### src/rtl/manchester_frame_axis.sv
// Frame assembler behind the Manchester decoder: CRC-8 checked frames go into a commit/rollback FIFO and leave as AXI-Stream packets.
// Optional macro MFA_DROP_BAD_CRC_EN: roll back bad-CRC frames instead of committing them with tuser=1.
module manchester_frame_axis #(
    parameter int FRAME_SIZE   = 4,
    parameter int DEPTH        = 16,
    parameter int IDLE_TIMEOUT = 64
) (
    input  logic        aclk,
    input  logic        aresetn,
    input  logic [7:0]  s_byte,
    input  logic        s_byte_valid,
    output logic [7:0]  m_axis_tdata,
    output logic        m_axis_tvalid,
    input  logic        m_axis_tready,
    output logic        m_axis_tlast,
    output logic        m_axis_tuser,
    output logic [15:0] frame_cnt,
    output logic [15:0] crc_err_cnt,
    output logic [15:0] drop_cnt,
    output logic [15:0] timeout_cnt
);

    localparam int PAYLOAD_LEN = FRAME_SIZE - 1;
    localparam int AW          = $clog2(DEPTH);
    localparam int PW          = AW + 1;
    localparam int IW          = $clog2(FRAME_SIZE);
    localparam int TW          = $clog2(IDLE_TIMEOUT);

    typedef enum logic [1:0] {ST_IDLE, ST_PAYLOAD, ST_CRC, ST_DISCARD} state_t;

    typedef struct packed {
        logic [7:0] data;
        logic       last;
        logic       user;
    } entry_t;

    function automatic logic [7:0] crc8_step(input logic [7:0] crc_in, input logic [7:0] data);
        logic [7:0] c;
        c = crc_in ^ data;
        for (int i = 0; i < 8; i++) begin
            c = c[7] ? ({c[6:0], 1'b0} ^ 8'h07) : {c[6:0], 1'b0};
        end
        return c;
    endfunction

    state_t        state, state_next;
    logic [IW-1:0] idx, idx_next;
    logic [TW-1:0] idle_cnt, idle_next;
    logic [7:0]    crc, crc_next;
    logic [7:0]    held, held_next;
    logic [PW-1:0] wr_ptr, wr_ptr_next;
    logic [PW-1:0] cm_ptr, cm_ptr_next;
    logic [PW-1:0] rd_ptr;
    logic [PW-1:0] used;
    logic          space_ok;
    logic          wr_en;
    entry_t        wr_entry;
    entry_t        rd_entry;
    logic          inc_frame, inc_err, inc_drop, inc_tout;
    entry_t        mem [DEPTH];

    assign used     = wr_ptr - rd_ptr;
    // Free space is judged against rd_ptr before any read in this same cycle.
    assign space_ok = (int'(used) <= DEPTH - PAYLOAD_LEN);

    // NOTE: every signal gets a default before the case so no path leaves one unassigned and infers a latch.
    always_comb begin
        state_next  = state;
        idx_next    = idx;
        idle_next   = '0;
        crc_next    = crc;
        held_next   = held;
        wr_ptr_next = wr_ptr;
        cm_ptr_next = cm_ptr;
        wr_en       = 1'b0;
        wr_entry    = '0;
        inc_frame   = 1'b0;
        inc_err     = 1'b0;
        inc_drop    = 1'b0;
        inc_tout    = 1'b0;

        if (state != ST_IDLE) begin
            idle_next = s_byte_valid ? '0 : idle_cnt + 1'b1;
        end

        case (state)
            ST_IDLE: begin
                idx_next = '0;
                if (s_byte_valid) begin
                    idx_next = IW'(1);
                    if (space_ok) begin
                        crc_next = crc8_step(8'h00, s_byte);
                        if (FRAME_SIZE == 2) begin
                            held_next  = s_byte;
                            state_next = ST_CRC;
                        end else begin
                            wr_en       = 1'b1;
                            wr_entry    = '{data: s_byte, last: 1'b0, user: 1'b0};
                            wr_ptr_next = wr_ptr + 1'b1;
                            state_next  = ST_PAYLOAD;
                        end
                    end else begin
                        inc_drop   = 1'b1;
                        state_next = ST_DISCARD;
                    end
                end
            end
            ST_PAYLOAD: begin
                if (s_byte_valid) begin
                    crc_next = crc8_step(crc, s_byte);
                    idx_next = idx + 1'b1;
                    if (idx == IW'(FRAME_SIZE - 2)) begin
                        // The last payload byte waits here until the CRC verdict is known.
                        held_next  = s_byte;
                        state_next = ST_CRC;
                    end else begin
                        wr_en       = 1'b1;
                        wr_entry    = '{data: s_byte, last: 1'b0, user: 1'b0};
                        wr_ptr_next = wr_ptr + 1'b1;
                    end
                end
            end
            ST_CRC: begin
                if (s_byte_valid) begin
                    idx_next   = '0;
                    state_next = ST_IDLE;
`ifdef MFA_DROP_BAD_CRC_EN
                    if (s_byte != crc) begin
                        wr_ptr_next = cm_ptr;
                        inc_err     = 1'b1;
                    end else begin
                        wr_en       = 1'b1;
                        wr_entry    = '{data: held, last: 1'b1, user: 1'b0};
                        wr_ptr_next = wr_ptr + 1'b1;
                        cm_ptr_next = wr_ptr + 1'b1;
                        inc_frame   = 1'b1;
                    end
`else
                    wr_en       = 1'b1;
                    wr_entry    = '{data: held, last: 1'b1, user: (s_byte != crc)};
                    wr_ptr_next = wr_ptr + 1'b1;
                    cm_ptr_next = wr_ptr + 1'b1;
                    inc_err     = (s_byte != crc);
                    inc_frame   = (s_byte == crc);
`endif
                end
            end
            ST_DISCARD: begin
                if (s_byte_valid) begin
                    if (idx == IW'(FRAME_SIZE - 1)) begin
                        idx_next   = '0;
                        state_next = ST_IDLE;
                    end else begin
                        idx_next = idx + 1'b1;
                    end
                end
            end
            default: state_next = ST_IDLE;
        endcase

        // A byte arriving in the expiry cycle keeps the frame alive.
        if (state != ST_IDLE && !s_byte_valid && idle_cnt == TW'(IDLE_TIMEOUT - 1)) begin
            wr_ptr_next = cm_ptr;
            idx_next    = '0;
            idle_next   = '0;
            inc_tout    = 1'b1;
            state_next  = ST_IDLE;
        end
    end

    // NOTE: state registers use non-blocking assignments so every flop samples pre-edge values.
    always_ff @(posedge aclk) begin
        if (!aresetn) begin
            state       <= ST_IDLE;
            idx         <= '0;
            idle_cnt    <= '0;
            crc         <= '0;
            held        <= '0;
            wr_ptr      <= '0;
            cm_ptr      <= '0;
            rd_ptr      <= '0;
            frame_cnt   <= '0;
            crc_err_cnt <= '0;
            drop_cnt    <= '0;
            timeout_cnt <= '0;
        end else begin
            state    <= state_next;
            idx      <= idx_next;
            idle_cnt <= idle_next;
            crc      <= crc_next;
            held     <= held_next;
            wr_ptr   <= wr_ptr_next;
            cm_ptr   <= cm_ptr_next;
            if (m_axis_tvalid && m_axis_tready) rd_ptr <= rd_ptr + 1'b1;
            if (inc_frame) frame_cnt   <= frame_cnt + 16'd1;
            if (inc_err)   crc_err_cnt <= crc_err_cnt + 16'd1;
            if (inc_drop)  drop_cnt    <= drop_cnt + 16'd1;
            if (inc_tout)  timeout_cnt <= timeout_cnt + 16'd1;
        end
    end

    // NOTE: the buffer array has no reset; the pointers alone decide which entries are live.
    always_ff @(posedge aclk) begin
        if (wr_en) mem[wr_ptr[AW-1:0]] <= wr_entry;
    end

    assign rd_entry      = mem[rd_ptr[AW-1:0]];
    assign m_axis_tvalid = (cm_ptr != rd_ptr);
    assign m_axis_tdata  = m_axis_tvalid ? rd_entry.data : 8'h00;
    assign m_axis_tlast  = m_axis_tvalid ? rd_entry.last : 1'b0;
    assign m_axis_tuser  = m_axis_tvalid ? rd_entry.user : 1'b0;

endmodule

### config.mk
export PLATFORM = sky130hd
export DESIGN_NAME = manchester_frame_axis
export DESIGN_NICKNAME = d
export VERILOG_FILES = /design/src/rtl/manchester_frame_axis.sv
export SDC_FILE = /design/constraint.sdc
export NUM_CORES = 1
export LEC_CHECK = 0
export CORE_MARGIN = 3
export CORE_UTILIZATION = 40
export CTS_CLUSTER_SIZE = 28
export DETAILED_ROUTE_END_ITERATION = 8
export PLACE_DENSITY_LB_ADDON = 0.05
export SLEW_MARGIN = 25
export SYNTH_ARGS = -nofsm -noshare
export SYNTH_HDL_FRONTEND = slang
export SYNTH_SLANG_ARGS = --single-unit
### constraint.sdc
create_clock -name aclk -period 4.58 [get_ports aclk]
set_input_delay 1.145 -clock aclk [delete_from_list [all_inputs] [get_ports aclk]]
set_output_delay 1.145 -clock aclk [all_outputs]
set_load 0.005 [all_outputs]
==> qor.txt <==
========================================================================================
Outcome                                                                     complete, no violations
Setup repair after global routing missed its margin                                false
CTS tree                                                                             yes
Synthesized Nets                                                                     936
Biggest area consumer among synthesized cells                                   edfxtp_1
Clock buffers created by TritonCTS                                                    29
Overflow left after global routing                                                     0
Synth cell types                                                                      69
Ports                                                                                 87
Worst endpoint required time                                                     3430 ps
Max Clk Rate                                                                     247 MHz
Family with the most delay on the worst path                                multiplexers
Hold WC Path Type                                                                reg2reg
Hold Buf Count CTS                                                                     0
Root buf cell                                                                  clkbuf_16
Vias in the first global route                                                      7483
Final period demand of the worst path                                            4050 ps
Number of input and output port buffers inserted                                      86
Number of core rows                                                                   62
CP cell instances                                                           buf_12 -> mux4_2 -> mux4_2 -> nor2b_1 -> clkdlybuf4s50_1
Final worst clock skew                                                           6.89 ps
Levels on crit path                                                                    5
Worst setup path category                                                        reg2out
Launch instance of the worst min-delay path                                  idle_cnt[0]
Post-detailed-route count of antenna-violating nets                                    0
Headroom to the max-slew limit                                                     48.1%
Num Clock Sinks                                                                      269
Switching share of power                                                           23.8%
Share of the yosys chip area belonging to registers                                58.4%
Post-Place Worst Slack                                                           1010 ps
Cell count after synthesis                                                           904
Aggregate negative setup slack                                                      0 ps
Average cell area after synthesis                                               13.2 µm²
Final standard cell area without fillers                                       14500 µm²
DRC marker count from the first detailed-route iteration                             429
Commonest non-fill, non-tap cells in the layout                             edfxtp_1, dfxtp_1, clkdlybuf4s50_1
Part of the total power dissipated in sequential elements                          44.3%
Clock group share of total power                                                   41.7%
Die outline area                                                               32000 µm²
Clock network latency to the later pin of the worst-skew pair                     550 ps
Share of layout cells above drive strength 1                                       16.7%
Count of state elements after synthesis                                              269
Hold Crit Depth                                                                        1
DIE HEIGHT                                                                        179 µm
Ranking of synthesized cells by area                                        edfxtp_1, dfxtp_1, mux4_2
Predominant post-synthesis flop cell                                            edfxtp_1
Pin count of the biggest net entering global routing                                  42
Number of nets in the layout                                                        1037
Final worst setup slack                                                           532 ps
Resized Gates After CTS                                                                0
Aggregate routed wire length                                                    27200 µm
Global routing usage summed across all routing layers                              17.3%
Arrival time at the worst endpoint                                               2900 ps
Buf+Inv Stages, Crit Path                                                              2
Final clock period utilization by the worst path                                   88.4%
Longest individual stage delay on the worst path                                  550 ps
Core ar.                                                                       29100 µm²
Critical path's most frequent cell                                                mux4_2
Area of the mapped netlist                                                     12000 µm²
Portion of synthesized cell area occupied by the leading cell type                 40.2%
Number of max-slew violations in the final report                                      0
Hold violation count in the final report                                               0
Endpoints failing setup                                                                0
Mean routed wirelength per cell                                                  19.3 µm
Fraction of power consumed by combinational cells                                  13.9%
Async set or reset register ratio after synthesis                                     0%
Number of antenna diodes                                                               0
Routability-driven placement congestion ratio                                      0.754
Worst slack on hold paths                                                         446 ps
Number of setup buffers added after CTS                                                0
Count of flip-flops with a built-in enable after synthesis                           160
Total DRC errors in the routed layout                                                  0
Half-perimeter wire length after detailed placement                             17900 µm
Post-layout total power                                                          6.09 mW
Layout overhead on the synthesized area                                            20.9%
Internal Pwr Total                                                               4.64 mW
Post-Place Cell Area                                                           13400 µm²
Yosys warning count                                                                    0
Initial antenna violation count                                                        0
Launch instance of the worst register-to-register path                         wr_ptr[0]
Critical Path Fanout Max                                                              40
Net load switching power                                                         1.45 mW
Clock-pin slew on the worst setup and hold paths                                   60 ps
Via count                                                                           7303
Actual slew at the worst max-slew pin                                             778 ps
Horizontal die dimension                                                          179 µm
Slowest stage cell on the critical path                                           mux4_2
Number of search-and-repair iterations in the first detailed-routing pass              5
Initial Utilization                                                                41.1%
Maximum number of buffers from clock root to sink                                      3
Startpoint types                                                                    flop
Number of violations of the max-capacitance limit                                      0
Worst R2R Path Depth                                                                   9
Htree depth                                                                            1
Max rail drop VDD                                                               0.287 mV
LEAKAGE                                                                          4.85 nW
Global-route wire length before repair                                          42900 µm
Commonest non-fill, non-tap cell in the layout                                  edfxtp_1
Vias per cell                                                                       5.17
Power per standard cell area                                                  421 nW/µm²
Type of destination of the critical path                                     output port
========================================================================================
worst reg2reg max path: stages, from the launching register on:
cell and delay, ps:
dfxtp_1 370, inv_1 140, ha_1 260, fa_1 400, xor2_1 210, nor3b_1 100
mux2i_4 430, a31oi_1 240, nor2_2 340, a22o_1 580
cells in the mapped netlist (15+ instances only):
cell type and n:
a21oi_1 37, mux4_2 50, ha_1 19, edfxtp_1 160, and3_1 17, nor2_1 76, dfxtp_1 109, nand2_1 78
nand3_1 20, xor2_1 41, inv_1 15, nand4_1 16, clkbuf_1 34, xnor2_1 51, nand2b_1 15
kinds of logic (layout without fill, tap and decap cells):
| kind of cell | after synthesis | after routing | synth area share, % |
|---|---|---|---|
| and+or+nand+nor | 293 | 293 | 12.8 |
| DFF | 269 | 269 | 58.4 |
| buffers and inverters | 64 | 188 | 2.27 |
| adders and majority gates | 20 | 20 | 2.16 |
| xor gates and xnor gates | 97 | 97 | 7.67 |
| AOI/OAI and AO/OA | 99 | 99 | 6.15 |
| muxes | 62 | 62 | 10.5 |
final timing paths:
kind | end | slack (ps)
worst max-delay path | m_axis_tdata[0] | 530
worst min-delay path | idle_cnt[0] | 450
worst max register to register | mem[13][4] | 1220
worst min register to register | idle_cnt[0] | 450
power by group through the flow:
| stage | clock network [mW] | logic [mW] | registers, mW |
|---|---|---|---|
| floorplan | 0 | 0.640 | 2.72 |
| global placement | 0 | 0.864 | 2.75 |
| detailed placement | 0 | 0.864 | 2.75 |
| CTS | 2.61 | 0.867 | 2.70 |
| global route | 2.70 | 0.938 | 2.71 |
| finish | 2.54 | 0.849 | 2.70 |
stage by stage:
step / instances / utilization, %
2_1_floorplan: 904 / -
3_3_place_gp: 1358 / 46.1
3_5_place_dp: 1358 / 46.1
4_1_cts: 1412 / 49.7
5_1_grt: 1412 / 49.7
6_report: 1412 / 49.7
sequential cells by signal, summed over array words and instances (netlist names), 6 cells and up, named ones only:
name         count
mem            160
frame_cnt       16
crc              8
drop_cnt        16
idle_cnt         6
crc_err_cnt     16
held             8
timeout_cnt     16
metal layers:
layer  up-vias  GRT usage (%)  part of all wire, %
met4         0           3.28                  1.5
met5         -              0                    0
li1       3537              -                    -
met2       138           28.8                   48
met3        27           2.41                  3.6
met1      3601           24.6                   47
final cells by class:
class                      count  area (µm²)
clock buffer                  40         817
clock inverter                14         236
fill                        2550       14600
inverter                      17        63.8
multi-input combinational    571        4750
sequential                   269        6990
tap                          384         480
timing repair buffer         117        1120
No activity file was read; power rests on OpenSTA's default activity.
